<file path="src/rtl/imp_rd_addr_gen_pkg.sv">
// imp_pkg: shared types and constants for the image read address generator.
//   imp_addr_state_e : FSM state encoding (IDLE, CALC, ISSUE, FIN)
//   imp_rd_cfg_t     : image window configuration captured at job start
//   IMP_4K_BYTES     : AXI 4 KB address boundary size
package imp_pkg;

    localparam int IMP_4K_BYTES = 4096;

    typedef enum logic [1:0] {
        IMP_IDLE  = 2'd0,
        IMP_CALC  = 2'd1,
        IMP_ISSUE = 2'd2,
        IMP_FIN   = 2'd3
    } imp_addr_state_e;

    typedef struct packed {
        logic [31:0] baddr;
        logic [31:0] pitch;
        logic [15:0] hsize;
        logic [15:0] vsize;
        logic [7:0]  minx;
        logic [7:0]  miny;
    } imp_rd_cfg_t;

endpackage

</file>
<file path="src/rtl/imp_rd_addr_gen_if.sv">
// imp_rd_addr_gen_if: byte-granular read request channel.
//   req_valid  : request valid (master -> slave)
//   req_ready  : consumer accepts (slave -> master)
//   req_addr   : request byte address
//   req_nbytes : request byte count, 1..MAX_BURST_BYTES
interface imp_rd_addr_gen_if #(
    parameter int ADDR_WIDTH = 32
) ();
    logic                  req_valid;
    logic                  req_ready;
    logic [ADDR_WIDTH-1:0] req_addr;
    logic [12:0]           req_nbytes;

    modport master (
        output req_valid,
        output req_addr,
        output req_nbytes,
        input  req_ready
    );

    modport slave (
        input  req_valid,
        input  req_addr,
        input  req_nbytes,
        output req_ready
    );
endinterface

</file>
<file path="src/rtl/imp_rd_addr_gen_chunk.sv">
// imp_chunk_size: byte count of the next request.
//   addr_i  : address of the next request
//   rem_i   : bytes left in the current row
//   chunk_o : min(rem_i, MAX_BURST_BYTES), further limited to the distance to
//             the next 4 KB boundary when IMP_RD_ADDR_GEN_4K_SPLIT_EN is defined.
module imp_chunk_size
    import imp_pkg::*;
#(
    parameter int ADDR_WIDTH      = 32,
    parameter int MAX_BURST_BYTES = 64,
    parameter int REM_W           = 16
) (
    input  logic [ADDR_WIDTH-1:0] addr_i,
    input  logic [REM_W-1:0]      rem_i,
    output logic [12:0]           chunk_o
);

    logic [31:0] lim_s;
    logic [31:0] to4k_s;
    logic        unused_addr_s;

    // Upper address bits never influence the chunk size.
    assign unused_addr_s = ^addr_i;

    // Bytes still ahead of the next 4 KB boundary (1..4096).
    assign to4k_s = 32'(IMP_4K_BYTES) - {20'd0, addr_i[11:0]};

    // Minimum of remaining row bytes, burst limit and optional 4 KB limit.
    always_comb begin
        lim_s = 32'(MAX_BURST_BYTES);
        if (32'(rem_i) < lim_s) begin
            lim_s = 32'(rem_i);
        end else begin
            lim_s = lim_s;
        end
`ifdef IMP_RD_ADDR_GEN_4K_SPLIT_EN
        if (to4k_s < lim_s) begin
            lim_s = to4k_s;
        end else begin
            lim_s = lim_s;
        end
`endif
        chunk_o = lim_s[12:0];
    end

endmodule

</file>
<file path="src/rtl/imp_rd_addr_gen.sv">
// imp_rd_addr_gen: walks a 2-D image window row by row and emits byte-granular
// read requests over a valid/ready channel.
//   clk, rst_n               : clock, asynchronous active-low reset
//   MST_U0_RD_IMP_*          : window configuration, captured on a rising ST edge
//   req_if (master)          : request channel (valid, ready, addr, nbytes)
//   busy                     : job in progress
//   done                     : one-cycle pulse at job end
// Optional build macro IMP_RD_ADDR_GEN_4K_SPLIT_EN keeps every request inside
// a single 4 KB page.
module imp_rd_addr_gen
    import imp_pkg::*;
#(
    parameter int ADDR_WIDTH      = 32,
    parameter int BPP_BYTES       = 1,
    parameter int MAX_BURST_BYTES = 64
) (
    input  logic        clk,
    input  logic        rst_n,
    input  logic [31:0] MST_U0_RD_IMP_SRC_BADDR,
    input  logic [31:0] MST_U0_RD_IMP_ADR_PITCH,
    input  logic [15:0] MST_U0_RD_IMP_HSIZE,
    input  logic [15:0] MST_U0_RD_IMP_VSIZE,
    input  logic [7:0]  MST_U0_RD_IMP_COOR_MINX,
    input  logic [7:0]  MST_U0_RD_IMP_COOR_MINY,
    input  logic        MST_U0_RD_IMP_ST,
    imp_rd_addr_gen_if.master req_if,
    output logic        busy,
    output logic        done
);

    localparam int REM_W = 16 + $clog2(BPP_BYTES);

    imp_addr_state_e       state_q, state_d;
    imp_rd_cfg_t           cfg_q, cfg_d;
    logic                  st_dly_q;
    logic [ADDR_WIDTH-1:0] row_base_q, row_base_d;
    logic [ADDR_WIDTH-1:0] req_addr_q, req_addr_d;
    logic [REM_W-1:0]      rem_q, rem_d;
    logic [15:0]           row_q, row_d;
    logic                  req_valid_q, req_valid_d;
    logic [12:0]           req_nbytes_q;
    logic                  busy_q, busy_d;
    logic                  done_q, done_d;

    logic                  start_s;
    logic [ADDR_WIDTH-1:0] row_base_calc_s;
    logic [REM_W-1:0]      row_bytes_s;
    logic [ADDR_WIDTH-1:0] addr_step_s;
    logic [REM_W-1:0]      rem_step_s;
    logic [15:0]           row_step_s;
    logic [12:0]           chunk_s;

    assign start_s = MST_U0_RD_IMP_ST & ~st_dly_q;

    // First row start; address arithmetic wraps modulo 2^ADDR_WIDTH.
    assign row_base_calc_s = ADDR_WIDTH'(cfg_q.baddr)
                           + ADDR_WIDTH'(cfg_q.pitch) * ADDR_WIDTH'(cfg_q.miny)
                           + ADDR_WIDTH'(cfg_q.minx) * ADDR_WIDTH'(BPP_BYTES);
    assign row_bytes_s     = REM_W'(cfg_q.hsize) * REM_W'(BPP_BYTES);

    // Position after the currently presented request is accepted.
    assign addr_step_s = req_addr_q + ADDR_WIDTH'(req_nbytes_q);
    assign rem_step_s  = rem_q - REM_W'(req_nbytes_q);
    assign row_step_s  = row_q + 16'd1;

    // Chunk size is computed for the next-cycle request so req_nbytes is registered.
    imp_chunk_size #(
        .ADDR_WIDTH      (ADDR_WIDTH),
        .MAX_BURST_BYTES (MAX_BURST_BYTES),
        .REM_W           (REM_W)
    ) u_chunk (
        .addr_i  (req_addr_d),
        .rem_i   (rem_d),
        .chunk_o (chunk_s)
    );

    // Next-state and next-output logic of the address walker.
    always_comb begin
        state_d     = state_q;
        cfg_d       = cfg_q;
        row_base_d  = row_base_q;
        req_addr_d  = req_addr_q;
        rem_d       = rem_q;
        row_d       = row_q;
        req_valid_d = req_valid_q;
        done_d      = 1'b0;

        case (state_q)
            IMP_IDLE: begin
                if (start_s) begin
                    cfg_d.baddr = MST_U0_RD_IMP_SRC_BADDR;
                    cfg_d.pitch = MST_U0_RD_IMP_ADR_PITCH;
                    cfg_d.hsize = MST_U0_RD_IMP_HSIZE;
                    cfg_d.vsize = MST_U0_RD_IMP_VSIZE;
                    cfg_d.minx  = MST_U0_RD_IMP_COOR_MINX;
                    cfg_d.miny  = MST_U0_RD_IMP_COOR_MINY;
                    state_d     = IMP_CALC;
                end else begin
                    state_d = IMP_IDLE;
                end
            end
            IMP_CALC: begin
                if ((cfg_q.hsize == 16'd0) || (cfg_q.vsize == 16'd0)) begin
                    state_d = IMP_FIN;
                    done_d  = 1'b1;
                end else begin
                    state_d     = IMP_ISSUE;
                    row_base_d  = row_base_calc_s;
                    req_addr_d  = row_base_calc_s;
                    rem_d       = row_bytes_s;
                    row_d       = 16'd0;
                    req_valid_d = 1'b1;
                end
            end
            IMP_ISSUE: begin
                if (req_valid_q && req_if.req_ready) begin
                    if (rem_step_s == '0) begin
                        row_d = row_step_s;
                        if (row_step_s == cfg_q.vsize) begin
                            state_d     = IMP_FIN;
                            req_valid_d = 1'b0;
                            done_d      = 1'b1;
                        end else begin
                            // Next row follows back-to-back with no idle cycle.
                            row_base_d = row_base_q + ADDR_WIDTH'(cfg_q.pitch);
                            req_addr_d = row_base_q + ADDR_WIDTH'(cfg_q.pitch);
                            rem_d      = row_bytes_s;
                        end
                    end else begin
                        req_addr_d = addr_step_s;
                        rem_d      = rem_step_s;
                    end
                end else begin
                    state_d = IMP_ISSUE;
                end
            end
            IMP_FIN: begin
                state_d = IMP_IDLE;
            end
            default: begin
                state_d     = IMP_IDLE;
                req_valid_d = 1'b0;
            end
        endcase

        busy_d = (state_d != IMP_IDLE);
    end

    // State, configuration and registered outputs.
    always_ff @(posedge clk or negedge rst_n) begin
        if (!rst_n) begin
            state_q      <= IMP_IDLE;
            cfg_q        <= '0;
            st_dly_q     <= 1'b0;
            row_base_q   <= '0;
            req_addr_q   <= '0;
            rem_q        <= '0;
            row_q        <= 16'd0;
            req_valid_q  <= 1'b0;
            req_nbytes_q <= 13'd0;
            busy_q       <= 1'b0;
            done_q       <= 1'b0;
        end else begin
            state_q     <= state_d;
            cfg_q       <= cfg_d;
            st_dly_q    <= MST_U0_RD_IMP_ST;
            row_base_q  <= row_base_d;
            req_addr_q  <= req_addr_d;
            rem_q       <= rem_d;
            row_q       <= row_d;
            req_valid_q <= req_valid_d;
            busy_q      <= busy_d;
            done_q      <= done_d;
            if (req_valid_d) begin
                req_nbytes_q <= chunk_s;
            end else begin
                req_nbytes_q <= req_nbytes_q;
            end
        end
    end

    assign req_if.req_valid  = req_valid_q;
    assign req_if.req_addr   = req_addr_q;
    assign req_if.req_nbytes = req_nbytes_q;
    assign busy              = busy_q;
    assign done              = done_q;

endmodule

</file>
<file path="src/flat_wrapper.sv">
// flat-port wrapper written by rule: the top's interface ports become plain ports
module imp_rd_addr_gen_flat import imp_pkg::*;
#(
    parameter int ADDR_WIDTH      = 32,
    parameter int BPP_BYTES       = 1,
    parameter int MAX_BURST_BYTES = 64
)
  (clk, rst_n, MST_U0_RD_IMP_SRC_BADDR, MST_U0_RD_IMP_ADR_PITCH, MST_U0_RD_IMP_HSIZE, MST_U0_RD_IMP_VSIZE, MST_U0_RD_IMP_COOR_MINX, MST_U0_RD_IMP_COOR_MINY, MST_U0_RD_IMP_ST, busy, done, req_if_req_valid, req_if_req_addr, req_if_req_nbytes, req_if_req_ready);
  imp_rd_addr_gen_if #(.ADDR_WIDTH(ADDR_WIDTH)) req_if_i ();
  input  logic clk;
  input  logic rst_n;
  input  logic [31:0] MST_U0_RD_IMP_SRC_BADDR;
  input  logic [31:0] MST_U0_RD_IMP_ADR_PITCH;
  input  logic [15:0] MST_U0_RD_IMP_HSIZE;
  input  logic [15:0] MST_U0_RD_IMP_VSIZE;
  input  logic [7:0] MST_U0_RD_IMP_COOR_MINX;
  input  logic [7:0] MST_U0_RD_IMP_COOR_MINY;
  input  logic MST_U0_RD_IMP_ST;
  output logic busy;
  output logic done;
  output wire logic [$bits(req_if_i.req_valid)-1:0] req_if_req_valid;
  output wire logic [$bits(req_if_i.req_addr)-1:0] req_if_req_addr;
  output wire logic [$bits(req_if_i.req_nbytes)-1:0] req_if_req_nbytes;
  input wire logic [$bits(req_if_i.req_ready)-1:0] req_if_req_ready;
  assign req_if_req_valid = req_if_i.req_valid;
  assign req_if_req_addr = req_if_i.req_addr;
  assign req_if_req_nbytes = req_if_i.req_nbytes;
  assign req_if_i.req_ready = req_if_req_ready;
  imp_rd_addr_gen #(.ADDR_WIDTH(ADDR_WIDTH), .BPP_BYTES(BPP_BYTES), .MAX_BURST_BYTES(MAX_BURST_BYTES)) u_core (.clk(clk), .rst_n(rst_n), .MST_U0_RD_IMP_SRC_BADDR(MST_U0_RD_IMP_SRC_BADDR), .MST_U0_RD_IMP_ADR_PITCH(MST_U0_RD_IMP_ADR_PITCH), .MST_U0_RD_IMP_HSIZE(MST_U0_RD_IMP_HSIZE), .MST_U0_RD_IMP_VSIZE(MST_U0_RD_IMP_VSIZE), .MST_U0_RD_IMP_COOR_MINX(MST_U0_RD_IMP_COOR_MINX), .MST_U0_RD_IMP_COOR_MINY(MST_U0_RD_IMP_COOR_MINY), .MST_U0_RD_IMP_ST(MST_U0_RD_IMP_ST), .req_if(req_if_i), .busy(busy), .done(done));
endmodule
</file>
<file path="config.mk">
export PLATFORM = sky130hd
export DESIGN_NAME = imp_rd_addr_gen_flat
export DESIGN_NICKNAME = d
export VERILOG_FILES = /design/src/rtl/imp_rd_addr_gen_pkg.sv /design/src/rtl/imp_rd_addr_gen_if.sv /design/src/rtl/imp_rd_addr_gen_chunk.sv /design/src/rtl/imp_rd_addr_gen.sv /design/src/flat_wrapper.sv
export SDC_FILE = /design/constraint.sdc
export NUM_CORES = 1
export LEC_CHECK = 0
export ABC_AREA = 1
export CAP_MARGIN = 20
export CORE_MARGIN = 3
export CORE_UTILIZATION = 52
export DETAILED_ROUTE_END_ITERATION = 10
export HOLD_SLACK_MARGIN = 0.06
export PLACE_DENSITY = 0.72
export SLEW_MARGIN = 10
export SYNTH_ARGS = -nofsm -noshare
export SYNTH_HDL_FRONTEND = slang
export SYNTH_SLANG_ARGS = --single-unit
</file>
<file path="constraint.sdc">
create_clock -name clk -period 7.6 [get_ports clk]
set_input_delay 1.52 -clock clk [delete_from_list [all_inputs] [get_ports clk]]
set_output_delay 1.52 -clock clk [all_outputs]
set_load 0.02 [all_outputs]
</file>
# --- Yosys cells after proc, flatten, opt, wreduce, memory -nomap -nowiden ---
# Index checks and enable logic that the tools add are counted.
totals:
  regBits: 227
  inputBits: 116
  word_cells: 81
classes:
  add_sub_neg: 6
  multipliers: 1
  order_cmp: 1
  eq_ne: 9
  muxes: 34
  n_bitwise: 2
  reduce_logical: 12
ops:
  columns: ["op", "n"]
  rows:
  - ["32-bit 2-to-1 mux", 6]
  - ["32-bit case mux with 2 select lines", 2]
  - ["16-bit 2-to-1 mux", 7]
  - ["32-bit adder", 2]
  - ["16-bit case mux with 2 select lines", 2]
  - ["16-bit logical NOT", 3]
  - ["32-bit by 13-bit adder with 32-bit output", 1]
  - ["32-bit by 8-bit adder with 32-bit output", 1]
  - ["32-bit by 8-bit multiplier with 32-bit output", 1]
  - ["16-bit by 1-bit adder with 16-bit output (second input constant)", 1]
  - ["16-bit equality test", 1]
  - ["16-bit by 7-bit < comparator with 1-bit output (second input constant)", 1]
  - ["16-bit by 13-bit subtractor with 16-bit output", 1]
  - ["13-bit 2-to-1 mux", 1]
  - ["1-bit 2-to-1 mux", 10]
  - ["2-bit case mux with 4 select lines", 1]
  - ["4-bit AND reduction", 2]
  - ["2-bit 2-to-1 mux", 3]
  - ["5-bit AND reduction", 1]
  - ["2-bit equality test (second input constant)", 2]
  - ["2-bit by 1-bit inequality test with 1-bit output (second input constant)", 2]
  - ["2-bit inequality test (second input constant)", 2]
  - ["1-bit case mux with 2 select lines", 2]
  - ["2-bit nonzero test", 2]
  - ["8 further kinds", 8]

# --- Longest topological paths before layout ---
logic_depth:
  word_depth: 8
  mapped_depth: 28

# --- Hierarchy ---
# A second synthesis with hierarchy kept.
hier_totals:
  cells_unflattened: 3293
  hier_area_um2: 23906.7
modules_own_cells:
  columns: ["module", "instances", "cells_each", "area_per_inst_um2"]
  rows:
  - ["imp_rd_addr_gen", 1, 3266, 23759.0]
  - ["imp_chunk_size", 1, 27, 147.6]

# --- Least setup slack after synthesis ---
# No wires, ideal clock.
synth_timing:
  kind: "register to register"
  startpoint: "reg u_core.cfg_q[3] (netlist name)"
  endpoint: "reg u_core.req_addr_q[24] (netlist: u_core.req_if.req_addr[24])"
  setup_time_ns: 0.082
  arrival_time_ns: 5.361
  required_time_ns: 7.518
  path_slack_ns: 2.157
  path_stages_with_launch: 24
  n_path_buf: 2
  cell_sequence: "dfrtp_1 -> clkbuf_1 -> buf_1 -> nand2_1 -> fa_1 -> fa_1 -> inv_1 -> fa_1 -> fa_1 -> inv_1 -> fa_1 -> inv_1 -> ha_1 -> nand2_1 -> o21ai_0 -> a21boi_0 -> o21ai_0 -> a21boi_0 -> nor2_1 -> nand2_1 -> nand2_1 -> xor2_1 -> nand2_1 -> a31oi_1"
synth_between:
  elab_chain_len: 5
synth_rtl:
  columns: ["item", "line", "rtl"]
  rows:
  - ["start, declared", "imp_rd_addr_gen.sv:34", "imp_rd_cfg_t cfg_q, cfg_d;"]
  - ["start signal, assigned", "imp_rd_addr_gen.sv:165", "cfg_q <= cfg_d;"]
  - ["32-bit by 8-bit multiplier with 32-bit output", "imp_rd_addr_gen.sv:57", "+ ADDR_WIDTH'(cfg_q.pitch) * ADDR_WIDTH'(cfg_q.miny)"]
  - ["32-bit adder", "imp_rd_addr_gen.sv:57", null]
  - ["32-bit by 8-bit adder with 32-bit output", "imp_rd_addr_gen.sv:58", "+ ADDR_WIDTH'(cfg_q.minx) * ADDR_WIDTH'(BPP_BYTES);"]
  - ["32-bit 2-to-1 mux", "imp_rd_addr_gen.sv:103", "if ((cfg_q.hsize == 16'd0) || (cfg_q.vsize == 16'd0)) begin"]
  - ["32-bit case mux with 2 select lines", "imp_rd_addr_gen.sv:88", "case (state_q)"]
  - ["end signal, assigned", "imp_rd_addr_gen.sv:168", "req_addr_q <= req_addr_d;"]
  - ["end, declared", "imp_rd_addr_gen.sv:37", "logic [ADDR_WIDTH-1:0] req_addr_q, req_addr_d;"]
# Every way passes these cells. The select of a mux whose other input is x is not followed.
# A chain may end at the register's enable or synchronous reset.

# --- Worst setup path in the final report ---
layout_timing:
  startpoint: "reg u_core.cfg_q[4] (netlist name)"
  endpoint: "reg u_core.row_base_q[22]"
layout_between:
  elab_chain_len: 5
layout_rtl:
  columns: ["item", "line", "rtl"]
  rows:
  - ["32-bit by 8-bit multiplier with 32-bit output", "imp_rd_addr_gen.sv:57", null]
  - ["32-bit adder", "imp_rd_addr_gen.sv:57", null]
  - ["32-bit by 8-bit adder with 32-bit output", "imp_rd_addr_gen.sv:58", null]
  - ["32-bit 2-to-1 mux", "imp_rd_addr_gen.sv:103", null]
  - ["32-bit case mux with 2 select lines", "imp_rd_addr_gen.sv:88", null]
  - ["end signal, assigned", "imp_rd_addr_gen.sv:167", "row_base_q <= row_base_d;"]
  - ["end, declared", "imp_rd_addr_gen.sv:36", "logic [ADDR_WIDTH-1:0] row_base_q, row_base_d;"]
# Every way passes these cells. The select of a mux whose other input is x is not followed.

==> summary.txt <==
Setup path
  • CP endpoint kind: register
  • WP data arrival: ~6.7 ns
  • Max incr delay on CP: 1.04 ns
  • Worst EP required: ~8.0 ns
  • CP max-delay cell: dfrtp_1
  • CP max FO: 29
  • CP cell instances: nand2_1 -> fa_1 -> fa_1 -> inv_1 -> fa_1 -> fa_1 -> inv_1 -> fa_1 -> inv_1 -> ha_1 -> nand2_1 -> o21ai_0 -> a21boi_0 -> o21ai_0 -> a21oi_1 -> o21ai_0 -> nand2_1 -> nand2_1 -> nand2_1 -> nand3_1 -> a31oi_1
  • CP startpoint kind: register
  • Kind of critical path: register to register

Clock tree
  • Sink Count: 227
  • Clock latency on the worst-skew pair: 0.59 ns
  • Clk slew on worst S/H paths: 0.06 ns
  • Clock Path Buffers: 3
  • H-tree depth: 1
  • CTS tree: done
  • CTS root buffer: clkbuf_16
  • Post-CTS Setup Inserts: 0
  • # hold bufs at CTS: 0
  • Post-CTS sizing: 0
  • Cts bufs inserted: 29

STA
  • Final worst path period need: 6.26 ns
  • Relative slew slack: 0.295
  • Final Max Tran Viols: 0
  • Tcrit/Tclk final: 0.824
  • Max frequency: 0.160 GHz
  • Setup repair after global routing missed its margin: false
  • Setup_tns: 0 ns
  • Final setup fails: 0
  • Worst-Margin Slew: between 1 and 1.5 ns
  • Fin. Hold Viols: 0
  • Clk_skew: roughly 0.014 ns

Die
  • Initial core utilization: 0.529
  • Die Wd: 213 um
  • Die ar.: roughly 45000 sq um
  • Core Box Area: 42100 sq um
  • Row cnt: between 70 and 80
  • IO Pins: 164
  • Die H: 213 um

Detailed routing
  • DRT iter0 DRCs: 1874
  • Routed wire length: 67400 um
  • Via count: 20135
  • Pre-antenna DRT Iters: 6
  • Routed Antenna Nets: 0
  • DR vias/cell: 5.63
  • Routed length per instance: 18.8 um
  • Drc violations: 0

Cells and area
  • Layout Area Growth over Synthesis: 14.3%
  • Fin area: 25500 sq um
  • Share of cells above drive strength 1: 0.0560
  • Fin nets: 3455
  • Layout Cells excl Fill: ~3600

Placement
  • HPWL Detailed: approximately 53000 um
  • Cell area after placement: 24300 sq um
  • RD Place Congestion: 0.986
  • DP Cell Count: 3522
  • # port buffers: 163

Synth
  • Yosys reg bits: 227
  • Cell with the most instances after synthesis: nand2_1
  • Mean post-synth cell area: about 7.6 sq um
  • Most instantiated cells after synthesis: nand2_1, inv_1, nor2_1
  • Yosys warns: 0
  • Synth area leaders: dfrtp_1, fa_1, nand2_1, inv_1, ha_1
  • Post-synth top area cell: dfrtp_1
  • Seq/Total Area, Yosys: 0.255
  • Syn nets: 3357
  • Share of the synthesized area in the top cell type: 0.255
  • EDFF count, synth: 0
  • Post-synth cell types: 48
  • Cell area after synthesis: ~22000 sq um
  • Dominant synthesized flop cell: dfrtp_1
  • Cells after synthesis: 2916
  • Ys async rst share: 1.00

Global routing
  • Gr usage total: 0.301
  • First-pass GRT wire length: between 100000 and 150000 um
  • Vias in the first global route: ~20000
  • Largest net degree at the start of global routing: just over 100
  • Antenna violations before repair: 1
  • Gr ovfl total: 0

Worst hold path
  • Hold WC Path Type: register to register

Flow run
  • Maxcap violations: 0

Status
  • Status: completed
-- layout make-up --
cell class | instances | area (sq um)
sequential | 227 | 5680
multi-input combinational | 2074 | 14300
clock buffer | 33 | 781
fill | 3836 | 16700
clock inverter | 20 | 383
antenna | 1 | 2.50
timing repair buffer | 179 | 1760
tap | 539 | 674
inverter | 503 | 1890
-- final timing paths --
| check | start | to | slack (ns) | cells past startpoint |
|---|---|---|---|---|
| max | u_core.cfg_q[4] | u_core.row_base_q[22] | 1.34 | 21 |
| min | u_core.cfg_q[8] | u_core.cfg_q[8] | 0.52 | 1 |
| max reg2reg | u_core.cfg_q[4] | u_core.row_base_q[22] | 1.34 | 21 |
| min reg2reg | u_core.cfg_q[8] | u_core.cfg_q[8] | 0.52 | 1 |
| max in group asynchronous | rst_n | u_core.cfg_q[24] | 5.24 | 2 |
| min in group asynchronous | rst_n | u_core.cfg_q[56] | 0.92 | 1 |
-- state kept, by name, summed over array words and instances, names as in the netlist --
register,flops
u_core.cfg_q,112
u_core.req_if.req_addr,32
u_core.row_base_q,32
u_core.rem_q,16
u_core.row_q,16
u_core.req_if.req_nbytes,13
u_core.state_q,2
u_core.busy,1
u_core.done,1
u_core.req_if.req_valid,1
u_core.st_dly_q,1
-- logic make-up after synthesis --
logic type,Yosys count,share of synthesized area
AND/OR/NAND/NOR,1147,0.216
multiplexers,62,0.0313
AO/OA/AOI/OAI,460,0.115
flip-flops,227,0.255
adder cells (fa/ha/maj),325,0.248
buffers and inverters,615,0.104
XOR/XNOR,80,0.0314
-- placed cells by master, fill, tap and decap left out, types with 7 or more instances in the layout --
cell type,count
inv_1,498
nor2_4,7
nor4_1,19
dfrtp_1,227
ha_1,130
nor3_1,20
o21ai_0,127
nand2_2,7
mux2_2,62
o21a_1,7
a21boi_0,7
nand4_1,40
nand3_1,115
o21bai_1,10
nor2_1,252
xor2_1,46
a21oi_1,195
fa_1,194
nand2_1,662
bufinv_16,10
a31oi_1,64
o21ai_1,7
xnor2_1,34
o211ai_1,15
buf_4,16
clkbuf_16,29
clkdlybuf4s50_1,162
or2_2,8
-- stage by stage --
stage | utilization | worst slack, ns | hold WS [ns]
3_3_place_gp | 0.577 | 1.48 | 0.492
6_report | 0.604 | 1.34 | 0.517
2_1_floorplan | - | 2.16 | 0.486
5_1_grt | 0.604 | 0.865 | 0.543
4_1_cts | 0.604 | 1.38 | 0.520
3_5_place_dp | 0.577 | 1.39 | 0.505
-- worst max-delay path, delay by kind of cell, from the launching register on --
family          cells  cell delay [ns]
buf+inv             3             0.14
flops               1             1.04
simple gates        6             0.56
fa+ha+maj           6             2.78
compound gates      6             1.56
-- metal layers --
layer / up-vias / part of all wire / track usage
li1: 9440 / - / -
met4: 0 / 0.032 / 0.0886
met2: 818 / 0.45 / 0.477
met3: 138 / 0.082 / 0.0451
met5: - / 0 / 0
met1: 9739 / 0.44 / 0.431
Power is left out: the tool's default activity adds up to more than one toggle a clock period on the data nets, which glitch-free logic cannot reach.
